## config.mk

```make
export PLATFORM = sky130hd
export DESIGN_NAME = pipelined_cla_adder_flat
export DESIGN_NICKNAME = d
export VERILOG_FILES = /design/src/rtl/pipelined_cla_adder_pkg.sv /design/src/rtl/pipelined_cla_adder_if.sv /design/src/rtl/pipelined_cla_adder_cla_block.sv /design/src/rtl/pipelined_cla_adder.sv /design/src/flat_wrapper.sv
export SDC_FILE = /design/constraint.sdc
export NUM_CORES = 1
export LEC_CHECK = 0
export BUFFER_PORTS_ARGS = -buffer_cell sky130_fd_sc_hd__clkbuf_2
export CAP_MARGIN = 20
export CORE_MARGIN = 1.5
export CORE_UTILIZATION = 55
export DETAILED_ROUTE_END_ITERATION = 10
export PLACE_DENSITY_LB_ADDON = 0.3
export SYNTH_ARGS = -nofsm -noshare
export SYNTH_HDL_FRONTEND = slang
export SYNTH_HIERARCHICAL = 1
export SYNTH_SLANG_ARGS = --single-unit
```

## constraint.sdc

```tcl
create_clock -name clk -period 15.6 [get_ports clk]
set_input_delay 1.56 -clock clk [delete_from_list [all_inputs] [get_ports clk]]
set_output_delay 1.56 -clock clk [all_outputs]
set_load 0.02 [all_outputs]
```

## src/rtl/pipelined_cla_adder_pkg.sv

```systemverilog
// Shared arithmetic helpers for the pipelined look-ahead adder: stage count
// derivation and the parameter legality check used at elaboration.
package pipelined_cla_adder_pkg;

  function automatic int unsigned stages_of(int unsigned width, int unsigned block);
    return width / block;
  endfunction

  function automatic bit width_ok(int unsigned width, int unsigned block);
    return (block != 0) && (width >= block) && ((width % block) == 0);
  endfunction

endpackage

```

## src/rtl/pipelined_cla_adder_if.sv

```systemverilog
// Operand/result handshake bundle for pipelined_cla_adder.
interface pipelined_cla_adder_if #(
  parameter int unsigned WIDTH = 32
);
  logic             in_valid;
  logic             in_ready;
  logic [WIDTH-1:0] a;
  logic [WIDTH-1:0] b;
  logic             cin;
  logic             sub;
  logic             out_valid;
  logic             out_ready;
  logic [WIDTH-1:0] sum;
  logic             cout;
  logic             ovf;

  modport master (
    output in_valid, a, b, cin, sub, out_ready,
    input  in_ready, out_valid, sum, cout, ovf
  );

  modport slave (
    input  in_valid, a, b, cin, sub, out_ready,
    output in_ready, out_valid, sum, cout, ovf
  );
endinterface

```

## src/rtl/pipelined_cla_adder_cla_block.sv

```systemverilog
// Combinational BLOCK-bit generate/propagate look-ahead slice; every carry is
// formed directly from g/p/ci rather than rippling through lower carries.
module cla_block #(
  parameter int unsigned BLOCK = 4
) (
  input  logic [BLOCK-1:0] a,
  input  logic [BLOCK-1:0] b,
  input  logic             ci,
  output logic [BLOCK-1:0] s,
  output logic             co,
  output logic             c_msb
);
  logic [BLOCK-1:0] g;
  logic [BLOCK-1:0] p;
  logic [BLOCK:0]   c;
  logic             term;

  assign g = a & b;
  assign p = a ^ b;

  // c[i+1] = g[i] | p[i]g[i-1] | ... | p[i..0]ci, expanded as a flat sum of products
  always_comb begin
    c    = '0;
    term = 1'b0;
    c[0] = ci;
    for (int unsigned i = 0; i < BLOCK; i++) begin
      term = ci;
      for (int unsigned j = 0; j <= i; j++) term = term & p[j];
      c[i+1] = term;
      for (int unsigned j = 0; j <= i; j++) begin
        term = g[j];
        for (int unsigned m = j + 1; m <= i; m++) term = term & p[m];
        c[i+1] = c[i+1] | term;
      end
    end
  end

  assign s     = p ^ c[BLOCK-1:0];
  assign co    = c[BLOCK];
  assign c_msb = c[BLOCK-1];
endmodule

```

## src/rtl/pipelined_cla_adder.sv

```systemverilog
// Pipelined add/subtract: one BLOCK-bit look-ahead slice per stage, carry
// registered between stages, single global advance enable for back-pressure.
module pipelined_cla_adder
  import pipelined_cla_adder_pkg::*;
#(
  parameter int unsigned WIDTH = 32,
  parameter int unsigned BLOCK = 4
) (
  input  logic                  clk,
  input  logic                  rst,
  pipelined_cla_adder_if.slave  bus
);
  localparam int unsigned STAGES = stages_of(WIDTH, BLOCK);

  if (!width_ok(WIDTH, BLOCK)) begin : g_bad_width
    $error("pipelined_cla_adder: WIDTH must be a non-zero multiple of BLOCK");
  end

  logic [STAGES:0]  v;
  logic [STAGES:0]  c;
  logic [WIDTH-1:0] ra [STAGES+1];
  logic [WIDTH-1:0] rb [STAGES];
  logic             ovf_q;
  logic             adv;

  logic [BLOCK-1:0] s_w  [STAGES];
  logic             co_w [STAGES];
  logic             cm_w [STAGES];

  assign adv          = !v[STAGES] || bus.out_ready;
  assign bus.in_ready = adv;

  for (genvar k = 0; k < STAGES; k++) begin : g_slice
    cla_block #(.BLOCK(BLOCK)) u_cla (
      .a     (ra[k][BLOCK-1:0]),
      .b     (rb[k][BLOCK-1:0]),
      .ci    (c[k]),
      .s     (s_w[k]),
      .co    (co_w[k]),
      .c_msb (cm_w[k])
    );
  end

  // ra doubles as skew and deskew: each stage consumes the low operand slice
  // and inserts its sum slice at the top, so ra[STAGES] is the aligned sum.
  always_ff @(posedge clk) begin
    if (rst) begin
      v     <= '0;
      c     <= '0;
      ovf_q <= 1'b0;
      for (int unsigned k = 0; k <= STAGES; k++) ra[k] <= '0;
      for (int unsigned k = 0; k < STAGES; k++)  rb[k] <= '0;
    end else if (adv) begin
      v[0]  <= bus.in_valid;
      ra[0] <= bus.a;
      rb[0] <= bus.sub ? ~bus.b : bus.b;
      c[0]  <= bus.sub | bus.cin;
      for (int unsigned k = 0; k < STAGES; k++) begin
        v[k+1]  <= v[k];
        c[k+1]  <= co_w[k];
        ra[k+1] <= (ra[k] >> BLOCK) | (WIDTH'(s_w[k]) << (WIDTH - BLOCK));
      end
      for (int unsigned k = 0; k + 1 < STAGES; k++) rb[k+1] <= rb[k] >> BLOCK;
      ovf_q <= cm_w[STAGES-1] ^ co_w[STAGES-1];
    end
  end

  assign bus.out_valid = v[STAGES];
  assign bus.sum       = ra[STAGES];
  assign bus.cout      = c[STAGES];
  assign bus.ovf       = ovf_q;
endmodule

```

## src/flat_wrapper.sv

```systemverilog
// flat-port wrapper written by rule: the top's interface ports become plain ports
module pipelined_cla_adder_flat import pipelined_cla_adder_pkg::*;
#(
  parameter int unsigned WIDTH = 32,
  parameter int unsigned BLOCK = 4
)
  (clk, rst, bus_in_valid, bus_a, bus_b, bus_cin, bus_sub, bus_out_ready, bus_in_ready, bus_out_valid, bus_sum, bus_cout, bus_ovf);
  pipelined_cla_adder_if #(.WIDTH(WIDTH)) bus_i ();
  input  logic clk;
  input  logic rst;
  input wire logic [$bits(bus_i.in_valid)-1:0] bus_in_valid;
  input wire logic [$bits(bus_i.a)-1:0] bus_a;
  input wire logic [$bits(bus_i.b)-1:0] bus_b;
  input wire logic [$bits(bus_i.cin)-1:0] bus_cin;
  input wire logic [$bits(bus_i.sub)-1:0] bus_sub;
  input wire logic [$bits(bus_i.out_ready)-1:0] bus_out_ready;
  output wire logic [$bits(bus_i.in_ready)-1:0] bus_in_ready;
  output wire logic [$bits(bus_i.out_valid)-1:0] bus_out_valid;
  output wire logic [$bits(bus_i.sum)-1:0] bus_sum;
  output wire logic [$bits(bus_i.cout)-1:0] bus_cout;
  output wire logic [$bits(bus_i.ovf)-1:0] bus_ovf;
  assign bus_i.in_valid = bus_in_valid;
  assign bus_i.a = bus_a;
  assign bus_i.b = bus_b;
  assign bus_i.cin = bus_cin;
  assign bus_i.sub = bus_sub;
  assign bus_i.out_ready = bus_out_ready;
  assign bus_in_ready = bus_i.in_ready;
  assign bus_out_valid = bus_i.out_valid;
  assign bus_sum = bus_i.sum;
  assign bus_cout = bus_i.cout;
  assign bus_ovf = bus_i.ovf;
  pipelined_cla_adder #(.WIDTH(WIDTH), .BLOCK(BLOCK)) u_core (.clk(clk), .rst(rst), .bus(bus_i));
endmodule
```

==> results.sh, run 1 <==
export IMPL_place_area_um2=19000
export IMPL_nNetsFinal=1388
export IMPL_netlist_area_um2=18400
export IMPL_skew_ns=0.0172
export IMPL_end_kind="output pin"
export IMPL_clk_latency_ns=0.54
export IMPL_final_max_slew_viol_count=0
export IMPL_cts_htree_levels=2
export IMPL_clockBufferDepth=3
export IMPL_hold_buffers=0
export IMPL_wl_per_cell_um=13.6
export IMPL_synth_warnings=6
export IMPL_n_antenna_cell=0
export IMPL_coreArea_um2=32800
export IMPL_numPortBuffers=105
export IMPL_synth_cell_types=30
export IMPL_total_power_mw=2.48
export IMPL_hpwl_um=14000
export IMPL_cts_tree="done"
export IMPL_power_leakage_nw=8.86
export IMPL_grt_pass1_vias=7645
export IMPL_ys_seq_area_share_pct=72.4
export IMPL_final_antenna_net_count=0
export IMPL_path_clk_slew_ns=0.06
export IMPL_slew_headroom_pct=24.3
export IMPL_start_util_pct=56.2
export IMPL_clkSinkCount=451
export IMPL_firstDrtPassIters=5
export IMPL_crit_required_ns=14.04
export IMPL_drc=0
export IMPL_n_fill_cell=2394
export IMPL_utilization_pct=62.6
export IMPL_design_area_um2=20500
export IMPL_cp_max_fo=21
export IMPL_cts_root_buf="clkbuf_16"
export IMPL_synthesis_nets=1319
export IMPL_crit_type="in -> out"
export IMPL_die_y_um=186
export IMPL_syn_area_per_cell_um2=15.3
export IMPL_grt_ovfl_total=0
export IMPL_final_cells=1748
export IMPL_grt_pass1_wl_um=38000
export IMPL_cp_arrival_ns=3.00
export IMPL_status="completed"
export IMPL_hold_viol_final=0
export IMPL_cts_made_buffers=44
export IMPL_drtIter0Drc=609
export IMPL_grt_max_degree=346
export IMPL_max_cap_violations=0
export IMPL_postCtsSetupBuffers=0
export IMPL_die_w_um=186
export IMPL_detailroute_via_count=8212
export IMPL_dp_cells=1665
export IMPL_ys_seq_elements=451
export IMPL_power_density_nw_per_um2=121
export IMPL_antenna_found_initial=1
export IMPL_gp_congestion=0.715
export IMPL_finalCriticalPeriod_ns=4.56
export IMPL_hold_class="reg -> reg"
export IMPL_num_io_pins=106
export IMPL_drive_gt1_share_pct=15.8
export IMPL_die_area_um2=34600
export IMPL_postSynthCellCount=1201
export IMPL_grt_use_total_pct=14.1
export IMPL_cts_resized=0
export IMPL_startpoint_type="primary input"
export IMPL_grt_setup_unrepaired="false"
export IMPL_finalSetupViolCount=0
export IMPL_tns_ns=0
export IMPL_ir_drop_uv=88.9
export IMPL_wirelength_um=23800
export IMPL_final_common_cell="edfxtp_1"
export IMPL_syn_to_final_growth_pct=11.4
export IMPL_worst_slew_pin_slew_ns=1.14
export IMPL_fp_row_count=66
export IMPL_vias_per_cell=4.70
export IMPL_fmax_mhz=219
export IMPL_fin_crit_sh_pct=29.2
export IMPL_final_cell_mix="edfxtp_1 (432), and2_1 (388), clkbuf_2 (105), xnor2_1 (45)"
==> Yosys cell counts <==
library cell	count	area [um2]
a21o_1	8	60.1
and2_1	388	2430
buf_4	33	248
ha_1	40	500
buf_6	6	67.6
o21a_1	8	60.1
nor2_8	1	20.0
nor2b_1	12	75.1
fa_1	8	160
o211ai_1	2	15.0
nand2_2	8	50.1
clkbuf_4	1	7.51
a211oi_1	1	7.51
nor3_1	2	10.0
xnor2_1	45	394
buf_2	9	45.0
xor2_1	6	52.6
o211ai_2	6	75.1
dfxtp_1	19	380
a21oi_2	6	52.6
nor2_1	44	165
xor2_2	6	97.6
a21oi_1	18	90.1
clkbuf_2	31	155
edfxtp_1	432	13000
inv_1	17	63.8
nand2b_1	2	12.5
nand2_1	32	120
nor2b_4	1	13.8
clkbuf_1	9	33.8
==> per-layer routing <==
layer	track usage (%)	vias to the layer above	part of all wire, %
met2	23.8	169	49
met3	2.84	46	4.7
li1	-	4215	-
met1	17.9	3780	43
met5	0	-	0.055
met4	5.42	2	3.0
==> path summary, 6_finish.rpt <==
| path | startpoint | to | slack (ns) | cells after the start |
|---|---|---|---|---|
| setup / recovery | bus_out_ready | bus_in_ready | 11.04 | 4 |
| hold / removal | u_core/v[7] | u_core/v[7] | 0.45 | 2 |
| setup reg to reg | u_core/v[8] | u_core/ra[0][287] | 13.10 | 3 |
| hold reg to reg | u_core/v[7] | u_core/v[7] | 0.45 | 2 |
==> power by group <==
group          switching [mW]  internal (mW)
Sequential            0.00867           1.35
Combinational          0.0350         0.0316
Clock                   0.423          0.630
==> cell type report <==
class | instances | area (um2) | area share, %
Clock inverter | 26 | 313 | 1.52
Inverter | 17 | 63.8 | 0.311
Timing Repair Buffer | 112 | 623 | 3.04
Clock buffer | 56 | 1160 | 5.63
Tap cell | 442 | 553 | 2.69
Sequential cell | 451 | 13400 | 65.0
Multi-Input combinational cell | 644 | 4470 | 21.8
==> cells by family after synthesis <==
family                     count (synthesis)  share of synthesized area, %
adders and majority gates                 48                          3.58
buffers and inverters                    106                          3.37
and+or+nand+nor                          490                          15.7
AOI/OAI and AO/OA                         49                          1.95
xor gates and xnor gates                  57                          2.95
DFF                                      451                          72.4
==> state kept, by name, indices dropped and copies added (netlist names) <==
signal / flops
u_core/bus.ovf: 1
u_core/ra: 288
u_core/c: 9
u_core/rb: 144
u_core/v: 9
==> worst max-delay path: stages <==
cell and delay, ns:
clkbuf_2 0.10, nor2b_4 0.53, inv_1 0.52, clkbuf_2 0.28
==> through the flow <==
stage          setup slack [ns]  hold WS [ns]
5_1_grt                   10.95         0.475
3_5_place_dp              11.05         0.450
2_1_floorplan              2.48         0.432
6_report                  11.04         0.455
3_3_place_gp              11.10         0.440
4_1_cts                   11.04         0.457
No activity file was read; power rests on OpenSTA's default activity.
==> run 2: changes to the inputs <==
Settings changed: ABC_AREA from default to 1.
Clock period 15.6 ns to 3.9 ns, I/O delays scaled along.
==> results.sh, run 2 <==
export IMPL_cts_made_buffers=45
export IMPL_hold_viol_final=0
export IMPL_ir_drop_uv=441
export IMPL_grt_max_degree=91
export IMPL_cp_cell_sequence="nand2_2, nand2_8, buf_4, nor2_1"
export IMPL_p_seq_share_pct=54.3
export IMPL_grt_ovfl_total=0
export IMPL_antenna_found_initial=0
export IMPL_rr_startpoint="u_core/v[8]"
export IMPL_cts_resized=0
export IMPL_clkSinkCount=451
export IMPL_synth_compound_area_share_pct=0.0771
export IMPL_pwr_share_comb_pct=3.5
export IMPL_ys_seq_area_share_pct=68.6
export IMPL_synth_xor_area_share_pct=2.16
export IMPL_drc=0
export IMPL_drtIter0Drc=560
export IMPL_reg2regPathDepth=4
export IMPL_final_max_slew_viol_count=0
export IMPL_drive_gt1_share_pct=13.4
export IMPL_n_fill_cell=2680
export IMPL_met2_length_um=13000
export IMPL_regMostFlops="u_core/ra"
export IMPL_n_antenna_cell=0
export IMPL_status="completed"
export IMPL_utilization_pct=62.0
export IMPL_wl_met1_um=11800
export IMPL_pwr_share_clk_pct=42.2
export IMPL_grt_pass1_vias=9495
export IMPL_muxShareOfSynthArea_pct=0
export IMPL_wirelength_um=26500
export IMPL_synth_edff_count=432
export IMPL_hold_path_end="u_core/v[0]"
export IMPL_syn_area_per_cell_um2=11.5
export IMPL_p_sw_mw=1.94
export IMPL_grt_use_total_pct=15.0
export IMPL_synth_top_family_by_area="buffers and inverters"
export IMPL_cts_htree_levels=2
export IMPL_multiInputGateArea_um2=3630
export IMPL_synthArstFlopShare_pct=0
export IMPL_crit_buf_inv=1
export IMPL_hpwl_um=16800
export IMPL_fp_row_count=68
export IMPL_finalSetupViolCount=0
export IMPL_synth_top_area_share_pct=66.6
export IMPL_fin_crit_sh_pct=57.1
export IMPL_synth_cell_types=25
export IMPL_cp_startpoint="u_core/v[8]"
export IMPL_hold_depth=3
export IMPL_vias_per_cell=4.41
export IMPL_ys_seq_elements=451
export IMPL_fmax_mhz=449
export IMPL_swShare_pct=19.4
export IMPL_nNetsFinal=1888
export IMPL_finalCriticalPeriod_ns=2.23
export IMPL_grt_setup_unrepaired="false"
export IMPL_dr_wl_met3_um=1070
export IMPL_synthAdderAreaFrac_pct=3.39
export IMPL_netlist_area_um2=19500
export IMPL_dp_slack_ns=1.39
export IMPL_worst_slew_pin_slew_ns=0.980
export IMPL_p_int_mw=8.07
export IMPL_hold_buffers=0
export IMPL_coreArea_um2=34700
export IMPL_synth_simple_area_share_pct=12.9
export IMPL_die_y_um=191
export IMPL_cp_arrival_ns=2.50
export IMPL_final_common_cell="inv_1"
export IMPL_synthesis_nets=1805
export IMPL_die_w_um=191
export IMPL_power_density_nw_per_um2=465
export IMPL_synth_largest_area_cell="edfxtp_1"
export IMPL_synth_warnings=6
export IMPL_slowest_stage="nand2_8"
export IMPL_postSynthCellCount=1687
export IMPL_largest_register_ffs=288
export IMPL_syn_to_final_growth_pct=10.5
export IMPL_gp_congestion=0.784
export IMPL_firstDrtPassIters=5
export IMPL_synth_ff_type="edfxtp_1"
export IMPL_slew_headroom_pct=34.7
export IMPL_power_leakage_nw=9.20
export IMPL_crit_family="simple AND/OR/NAND/NOR gates"
export IMPL_startpoint_type="register"
export IMPL_grt_pass1_wl_um=43900
export IMPL_postCtsSetupBuffers=0
export IMPL_max_cap_violations=0
export IMPL_skew_ns=0.0111
export IMPL_worst_slack_ns=1.67
export IMPL_max_stage_delay_ns=0.60
export IMPL_r2r_end="u_core/ra[0][53]"
export IMPL_min_from="bus_in_valid"
export IMPL_synth_common_cells="inv_1 (452), edfxtp_1 (432), nor2_1 (402)"
export IMPL_crit_required_ns=4.18
export IMPL_rrSetupSlack_ns=1.67
export IMPL_start_util_pct=56.1
export IMPL_path_clk_slew_ns=0.06
export IMPL_top_layer_used="met4"
export IMPL_cp_max_fo=89
export IMPL_wl_per_cell_um=11.7
export IMPL_hold_class="in -> reg"
export IMPL_seq_area_um2=13400
export IMPL_clk_latency_ns=0.54
export IMPL_num_io_pins=106
export IMPL_largest_registers="u_core/ra (288), u_core/rb (144)"
export IMPL_yosysMostFrequentCell="inv_1"
export IMPL_synth_area_leaders="edfxtp_1 (67%), inv_1 (8.7%), nor2_1 (7.7%)"
export IMPL_die_area_um2=36500
export IMPL_cts_root_buf="clkbuf_16"
export IMPL_crit_type="reg -> reg"
export IMPL_final_antenna_net_count=0
export IMPL_cts_tree="done"
export IMPL_clockBufferDepth=3
export IMPL_final_cell_mix="inv_1 (452), edfxtp_1 (432), nor2_1 (402), clkbuf_2 (105), nand2_1 (103)"
export IMPL_numPortBuffers=105
export IMPL_end_kind="register"
export IMPL_detailroute_via_count=9975
==> run 2: cells by family (layout without fill, tap and decap cells) <==
logic type	after synthesis	in the layout
adders and majority gates	48	48
buffers and inverters	541	661
and+or+nand+nor	596	596
AOI/OAI and AO/OA	3	3
DFF	451	451
xor gates and xnor gates	48	48
==> run 2: through the flow <==
step | TNS (ns) | hold WS (ns) | instances | instance area (um2) | total power [mW]
2_1_floorplan | -554.97 | 0.420 | 1687 | 19500 | 5.82
3_3_place_gp | 0 | 0.434 | 2178 | 20000 | 5.88
3_5_place_dp | 0 | 0.438 | 2178 | 20000 | 5.89
4_1_cts | 0 | 0.0699 | 2262 | 21500 | 10.1
5_1_grt | 0 | 0.0921 | 2262 | 21500 | 10.4
6_report | 0 | 0.0871 | 2262 | 21500 | 10.0
==> run 2: area by class of cell <==
class                           count  area share (%)
Clock buffer                       64            5.90
Tap cell                          455            2.65
Timing Repair Buffer              124            3.63
Sequential cell                   451            62.1
Multi-Input combinational cell    695            16.9
Clock inverter                     20           0.948
Inverter                          453            7.94
==> run 2: metal layers <==
metal  vias to the layer above  GRT usage, %
met4                         0          5.71
li1                       5285             -
met2                       181          25.8
met5                         -             0
met1                      4460          19.1
met3                        49          2.55
==> run 2: tightest hold or removal path, cell delays in order <==
cell      delay [ns]
clkbuf_2        0.08
nand3_1         0.07
nand2_1         0.06
==> run 2: how the worst max path moves through the flow <==
| stage | endpoint | cells past startpoint |
|---|---|---|
| after global placement | u_core/rb[0][28] | 4 |
| final | u_core/ra[0][53] | 4 |
| after CTS | u_core/ra[0][53] | 4 |
| after global routing | u_core/ra[0][32] | 4 |
| after floorplan | u_core/ra[0][0] | 3 |
| after detailed placement | u_core/rb[0][29] | 4 |
==> run 2: power groups by stage <==
stage / sequential (mW) / combinational [mW] / clock [mW]
5_1_grt: 5.45 / 0.397 / 4.51
2_1_floorplan: 5.53 / 0.295 / 0
6_report: 5.44 / 0.346 / 4.22
4_1_cts: 5.44 / 0.352 / 4.33
3_3_place_gp: 5.54 / 0.343 / 0
3_5_place_dp: 5.54 / 0.349 / 0
==> run 3: changes to the inputs <==
Settings changed: ABC_AREA 1 to 0.
Clock period 3.9 ns to 2.19 ns, I/O delays scaled along.
==> results.sh, run 3 (synthesis results as in run 1) <==
export IMPL_status="completed"
export IMPL_nNetsFinal=1435
export IMPL_grt_pass1_wl_um=40100
export IMPL_grt_use_total_pct=14.8
export IMPL_finalSetupViolCount=0
export IMPL_grt_pass1_vias=8225
export IMPL_power_leakage_nw=9.06
export IMPL_num_io_pins=106
export IMPL_clockBufferDepth=3
export IMPL_final_max_slew_viol_count=0
export IMPL_vias_per_cell=4.71
export IMPL_hold_class="in -> reg"
export IMPL_die_y_um=186
export IMPL_grt_ovfl_total=0
export IMPL_hold_viol_final=0
export IMPL_largest_register_ffs=288
export IMPL_drc=0
export IMPL_gp_congestion=0.719
export IMPL_grt_max_degree=112
export IMPL_max_cap_violations=0
export IMPL_hpwl_um=14800
export IMPL_n_antenna_cell=0
export IMPL_finalCriticalPeriod_ns=2.01
export IMPL_final_cell_mix="edfxtp_1 (432), and2_1 (388), clkbuf_2 (105), clkbuf_16 (49), xnor2_1 (45)"
export IMPL_cts_root_buf="clkbuf_16"
export IMPL_r2r_end="u_core/ra[0][190]"
export IMPL_n_fill_cell=2349
export IMPL_fin_crit_sh_pct=92.0
export IMPL_numPortBuffers=105
export IMPL_worst_slack_ns=0.176
export IMPL_clk_latency_ns=0.53
export IMPL_largest_registers="u_core/ra (288), u_core/rb (144)"
export IMPL_regMostFlops="u_core/ra"
export IMPL_reg2regPathDepth=4
export IMPL_die_w_um=186
export IMPL_path_clk_slew_ns=0.06
export IMPL_dp_slack_ns=0.132
export IMPL_coreArea_um2=32800
export IMPL_cts_htree_levels=2
export IMPL_wirelength_um=24600
export IMPL_ir_drop_uv=566
export IMPL_drtIter0Drc=440
export IMPL_rrSetupSlack_ns=0.20
export IMPL_end_kind="output pin"
export IMPL_crit_end="bus_in_ready"
export IMPL_min_from="bus_b[20]"
export IMPL_syn_to_final_growth_pct=13.5
export IMPL_utilization_pct=63.8
export IMPL_crit_required_ns=1.97
export IMPL_detailroute_via_count=8436
export IMPL_wl_per_cell_um=13.7
export IMPL_die_area_um2=34600
export IMPL_tns_ns=0
export IMPL_cp_startpoint="u_core/v[8]"
export IMPL_startpoint_type="register"
export IMPL_clkSinkCount=451
export IMPL_drive_gt1_share_pct=15.9
export IMPL_rr_startpoint="u_core/v[8]"
export IMPL_slew_headroom_pct=30.8
export IMPL_firstDrtPassIters=4
export IMPL_cts_tree="done"
export IMPL_power_density_nw_per_um2=826
export IMPL_antenna_found_initial=0
export IMPL_worst_slew_pin_slew_ns=1.04
export IMPL_grt_setup_unrepaired="true"
export IMPL_fmax_mhz=497
export IMPL_cp_arrival_ns=1.79
export IMPL_final_common_cell="edfxtp_1"
export IMPL_crit_type="reg -> out"
export IMPL_start_util_pct=56.2
export IMPL_cts_made_buffers=46
export IMPL_fp_row_count=66
export IMPL_final_antenna_net_count=0
export IMPL_skew_ns=0.0148
export IMPL_cp_max_fo=20
export IMPL_hold_depth=3
export IMPL_whs_ns=0.0149
==> run 3: cell types whose count changed in the layout (fill, tap and decap cells not counted), moves of 30 or more <==
cell,previous run,this run
nor2_2,30,0
nand2_1,103,32
nand3_1,40,0
nor2_1,402,44
inv_1,452,17
and2_1,0,388
dlygate4sd3_1,0,36
==> run 3: what timing repair did <==
item | 4_1_cts | 5_1_grt
endpoints found under the hold margin | 36 | 0
hold buffers | 36 | 0
gates resized for setup | 0 | 2
setup buffers | 0 | 0
endpoints found under the setup margin | 0 | 45
==> run 3: worst max-delay path: stages (launching register included) <==
cell and delay, ns:
dfxtp_2 0.32, nor2b_4 0.21, buf_6 0.25, inv_1 0.08
buf_4 0.22, clkbuf_2 0.18
==> run 3: worst min path at each step <==
stage                             to  slack [ns]
finish              u_core/rb[0][20]        0.01
global route         u_core/rb[0][7]        0.02
CTS                 u_core/rb[0][29]      0.0007
detailed placement       u_core/v[1]        0.44
global placement         u_core/v[6]        0.44
floorplan                u_core/v[0]        0.36
==> run 3: area by class of cell <==
cell class	instances	area (um2)	area share (%)
Inverter	17	63.8	0.305
Multi-Input combinational cell	644	4470	21.3
Clock buffer	59	1270	6.09
Sequential cell	451	13400	63.8
Timing Repair Buffer	157	1110	5.32
Tap cell	442	553	2.64
Clock inverter	22	104	0.496
==> run 3: per-layer routing <==
layer / vias up / routed length [um] / GRT usage (%)
met5: - / 0 / 0
met3: 51 / 1010 / 2.70
met1: 3911 / 10700 / 18.7
met2: 174 / 12100 / 25.4
li1: 4300 / - / -
met4: 0 / 792 / 5.68
==> run 3: power breakdown <==
group / internal (mW) / switching (mW) / leakage [nW]
combinational: 0.277 / 0.273 / 2.97
sequential: 9.61 / 0.0622 / 5.39
clock: 4.09 / 2.97 / 0.690
total: 14.0 / 3.31 / 9.06
==> run 3: metrics by stage <==
step                      instance area, um2  cells  power, mW
final                                  20900   1792       17.3
after global routing                   20900   1792       17.9
after CTS                              20900   1792       17.5
after detailed placement               19200   1675       10.4
after global placement                 19200   1675       10.3
after floorplan                        18400   1201       10.2
